**src/rtl/ser_tx.sv**
```systemverilog
// Parallel-in, serial-out frame transmitter: start bit (0), WIDTH data bits LSB first,
// stop bit (1), each bit held for DIV clock cycles.
module ser_tx #(
    parameter int WIDTH = 4,
    parameter int DIV   = 4
) (
    input  logic             clk,
    input  logic             rst_n,
    input  logic             in_valid,
    input  logic [WIDTH-1:0] in_data,
    output logic             in_ready,
    output logic             tx,
    output logic             busy,
    output logic             done
);
    localparam int TW = (DIV > 1) ? $clog2(DIV) : 1;
    localparam int IW = (WIDTH > 1) ? $clog2(WIDTH) : 1;

    typedef enum logic [1:0] {
        IDLE  = 2'd0,
        START = 2'd1,
        DATA  = 2'd2,
        STOP  = 2'd3
    } state_t;

    state_t           state_reg;
    logic [TW-1:0]    timer_reg;
    logic [IW-1:0]    idx_reg;
    logic [WIDTH-1:0] shift_reg;
    logic [WIDTH-1:0] shift_next;
    logic             tx_reg;
    logic             in_ready_reg;
    logic             busy_reg;
    logic             done_reg;
    logic             bit_end;

    // Right shift with zero fill; the vacated MSB is never transmitted.
    genvar gi;
    generate
        for (gi = 0; gi < WIDTH; gi++) begin : g_shift
            if (gi == WIDTH - 1) begin : g_top
                assign shift_next[gi] = 1'b0;
            end else begin : g_mid
                assign shift_next[gi] = shift_reg[gi+1];
            end
        end
    endgenerate

    assign bit_end = (timer_reg == TW'(DIV - 1));

    always_ff @(posedge clk) begin
        if (!rst_n) begin
            state_reg    <= IDLE;
            timer_reg    <= '0;
            idx_reg      <= '0;
            shift_reg    <= '0;
            tx_reg       <= 1'b1;
            in_ready_reg <= 1'b0;
            busy_reg     <= 1'b0;
            done_reg     <= 1'b0;
        end else begin
            done_reg <= 1'b0;
            case (state_reg)
                IDLE: begin
                    tx_reg       <= 1'b1;
                    in_ready_reg <= 1'b1;
                    // in_ready_reg gates acceptance so the first post-reset edge only raises ready.
                    if (in_valid && in_ready_reg) begin
                        shift_reg    <= in_data;
                        state_reg    <= START;
                        tx_reg       <= 1'b0;
                        in_ready_reg <= 1'b0;
                        busy_reg     <= 1'b1;
                        timer_reg    <= '0;
                    end
                end
                START: begin
                    if (bit_end) begin
                        timer_reg <= '0;
                        idx_reg   <= '0;
                        state_reg <= DATA;
                        tx_reg    <= shift_reg[0];
                    end else begin
                        timer_reg <= timer_reg + 1'b1;
                    end
                end
                DATA: begin
                    if (bit_end) begin
                        timer_reg <= '0;
                        if (idx_reg == IW'(WIDTH - 1)) begin
                            state_reg <= STOP;
                            tx_reg    <= 1'b1;
                        end else begin
                            idx_reg   <= idx_reg + 1'b1;
                            shift_reg <= shift_next;
                            tx_reg    <= shift_next[0];
                        end
                    end else begin
                        timer_reg <= timer_reg + 1'b1;
                    end
                end
                STOP: begin
                    if (bit_end) begin
                        timer_reg    <= '0;
                        state_reg    <= IDLE;
                        busy_reg     <= 1'b0;
                        in_ready_reg <= 1'b1;
                        done_reg     <= 1'b1;
                    end else begin
                        timer_reg <= timer_reg + 1'b1;
                    end
                end
                default: state_reg <= IDLE;
            endcase
        end
    end

    assign in_ready = in_ready_reg;
    assign tx       = tx_reg;
    assign busy     = busy_reg;
    assign done     = done_reg;

endmodule
```
**config.mk**
```make
export PLATFORM = sky130hd
export DESIGN_NAME = ser_tx
export DESIGN_NICKNAME = d
export VERILOG_FILES = /design/src/rtl/ser_tx.sv
export SDC_FILE = /design/constraint.sdc
export NUM_CORES = 1
export LEC_CHECK = 0
export CAP_MARGIN = 30
export CORE_AREA = 3 3 50 52
export DETAILED_ROUTE_END_ITERATION = 12
export DIE_AREA = 0 0 53 55
export PLACE_DENSITY_LB_ADDON = 0.08
export SYNTH_ARGS = -nofsm -noshare
export SYNTH_HDL_FRONTEND = slang
export SYNTH_SLANG_ARGS = --single-unit
```
**constraint.sdc**
```tcl
create_clock -name clk -period 4.44 [get_ports clk]
set_clock_uncertainty 0.1 [all_clocks]
set_input_delay 0.666 -clock clk [delete_from_list [all_inputs] [get_ports clk]]
set_output_delay 0.666 -clock clk [all_outputs]
set_load 0.1 [all_outputs]
```
==> flow_metrics.env <==
export IMPL_required_ps=3670
export IMPL_grt_pass1_wl_um=2720
export IMPL_fin_ws_ps=1770
export IMPL_fp_dieArea_sq_mm=0.00292
export IMPL_critPathSlowestCell="clkdlybuf4s50_1"
export IMPL_slew_headroom_pct=35.7
export IMPL_finalHoldViolCount=0
export IMPL_die_w_um=53
export IMPL_holdCritPathClass="flop to flop"
export IMPL_synth_edf_count=0
export IMPL_fill_cells=228
export IMPL_wl_per_cell_um=11.8
export IMPL_outcome="finished clean"
export IMPL_vdd_ir_drop_max_mv=0.299
export IMPL_synth_top_area_share_pct=34.1
export IMPL_vias_per_cell=5.00
export IMPL_rows=17
export IMPL_cts_sinks=14
export IMPL_cts_buffers=3
export IMPL_slowest_delay_ps=1170
export IMPL_cts_tree="yes"
export IMPL_synth_area_leaders="dfxtp_1, ha_1, nand2_1"
export IMPL_ys_types=32
export IMPL_min_path_cells=2
export IMPL_cap_violations=0
export IMPL_crit_chain="clkdlybuf4s50_1"
export IMPL_globalplace_congestion=0.692
export IMPL_power_density_mw_per_mm2=626
export IMPL_worst_slew_pin_slew_ps=961
export IMPL_antenna_cells=0
export IMPL_initial_core_util_pct=38.2
export IMPL_postLayoutCellArea_sq_um=978
export IMPL_grt_pass1_vias=607
export IMPL_clock_path_buffers=2
export IMPL_num_vias=655
export IMPL_fin_crit_ps=2670
export IMPL_finalCritPeriodShare_pct=60.2
export IMPL_syn_instance_count=92
export IMPL_path_class="flop to primary output"
export IMPL_power_leakage_nw=0.405
export IMPL_grt_usage_pct=12.7
export IMPL_clkSlewWorstSetupHoldPaths_ps=100
export IMPL_wirelength_um=1540
export IMPL_drt_iter0_markers=4
export IMPL_async_reset_ff_share_pct=0
export IMPL_multiInputGateArea_sq_um=515
export IMPL_cts_root_buf="clkbuf_4"
export IMPL_synthesis_nets=107
export IMPL_cts_hold_buf=0
export IMPL_drive_above_1_share_pct=10.7
export IMPL_firstDrtPassIters=4
export IMPL_synth_common_cells="nand2_1, dfxtp_1, ha_1, o21ai_0"
export IMPL_hp_start="shift_reg[2]$_SDFFE_PN0P_"
export IMPL_final_nets=119
export IMPL_ys_ff_latch=14
export IMPL_dpl_hpwl_um=1110
export IMPL_drv_slew=0
export IMPL_crit_family="buffers and inverters"
export IMPL_area_delta_synth_final_pct=19.2
export IMPL_ant_nets=0
export IMPL_insertion_delay_ps=280
export IMPL_drc=0
export IMPL_holdPathEnd="shift_reg[2]$_SDFFE_PN0P_"
export IMPL_dominantRegCellSynth="dfxtp_1"
export IMPL_regArea_sq_um=280
export IMPL_synth_warning_count=0
export IMPL_antenna_found_initial=0
export IMPL_die_h_um=55
export IMPL_post_synth_top_area_cell="dfxtp_1"
export IMPL_portBuffers=10
export IMPL_regToRegStartpoint="state_reg[0]$_SDFFE_PN0P_"
export IMPL_rrSetupSlack_ps=2630
export IMPL_grt_max_degree=20
export IMPL_yosysSeqAreaShare_pct=34.1
export IMPL_postCtsSetupRepairBufs=0
export IMPL_synth_most_common_cell="nand2_1"
export IMPL_r2r_cells=5
export IMPL_worstPathArrival_ps=1900
export IMPL_end_kind="primary output"
export IMPL_htree_levels=1
export IMPL_r2r_end="shift_reg[1]$_SDFFE_PN0P_"
export IMPL_fin_tns_setup_ps=0
export IMPL_crit_buf_inv=1
export IMPL_largest_register_ffs=4
export IMPL_crit_start="in_ready$_SDFFE_PN0P_"
export IMPL_synth_area_per_cell_sq_um=8.92
export IMPL_core_sq_mm=0.00215
export IMPL_setup_violations=0
export IMPL_rsz0062_at_grt="false"
export IMPL_max_freq_mhz=374
export IMPL_dpl_worst_slack_ps=2080
export IMPL_syn_cell_area_sq_um=821
export IMPL_start_kind="flop"
export IMPL_cp_max_fo=7
export IMPL_cts_resized=0
export IMPL_placed_cell_area_sq_um=942
export IMPL_timing_hold_ws_ps=364
export IMPL_grt_overflow=0
export IMPL_pin_count=11
cells by family after synthesis:
family                     after synthesis  synth area share [%]
buffers and inverters                    6                  3.05
muxes                                    7                  8.99
adders and majority gates                8                  12.2
and+or+nand+nor                         34                  20.6
AOI/OAI and AO/OA                       23                  21.0
DFF                                     14                  34.1
area by class of cell:
type                            count  area share, %
Sequential cell                    14           28.6
Inverter                            3           1.15
Timing Repair Buffer               10           10.2
Tap cell                           28           3.58
Multi-Input combinational cell     72           52.7
Clock buffer                        4           3.71
metrics by stage:
step | power [mW] | utilization (%) | instances
2_1_floorplan | 0.456 | - | 92
3_5_place_dp | 0.525 | 43.9 | 127
3_3_place_gp | 0.523 | 43.9 | 127
4_1_cts | 0.622 | 45.5 | 131
6_report | 0.612 | 45.5 | 131
5_1_grt | 0.667 | 45.5 | 131
layer usage:
| layer | GRT usage, % | up-vias | part of all wire, % |
|---|---|---|---|
| li1 | - | 350 | - |
| met1 | 16.9 | 296 | 53 |
| met2 | 20.2 | 7 | 43 |
| met3 | 3.22 | 2 | 2.9 |
| met4 | 3.83 | 0 | 1.1 |
| met5 | 0 | - | 0 |
how the worst max path moves through the flow:
stage | slack (ps) | cells past startpoint | to
detailed placement | 2080 | 1 | in_ready
finish | 1770 | 1 | in_ready
CTS | 1760 | 1 | in_ready
global route | 1700 | 1 | in_ready
floorplan | 2380 | 3 | state_reg[0]$_SDFFE_PN0P_
global placement | 2100 | 1 | in_ready
power breakdown:
group / leakage [nW] / switching [mW] / internal (mW)
sequential: 0.114 / 0.0293 / 0.163
combinational: 0.269 / 0.199 / 0.127
clock: 0.0210 / 0.0443 / 0.0498
cells in the final DEF (no fill, tap or decap), types with 2 or more instances in the layout:
cell type and count:
clkbuf_4 3, a211oi_1 2, nand2b_1 2, dfxtp_1 14, mux2_2 3, nor2_1 2, a21boi_0 4, and2_1 2
ha_1 8, nand3_1 3, mux2i_1 4, nand2_1 18, or4_1 2, o21ai_0 6, clkdlybuf4s50_1 10, inv_1 3
No activity file was read; power rests on OpenSTA's default activity.
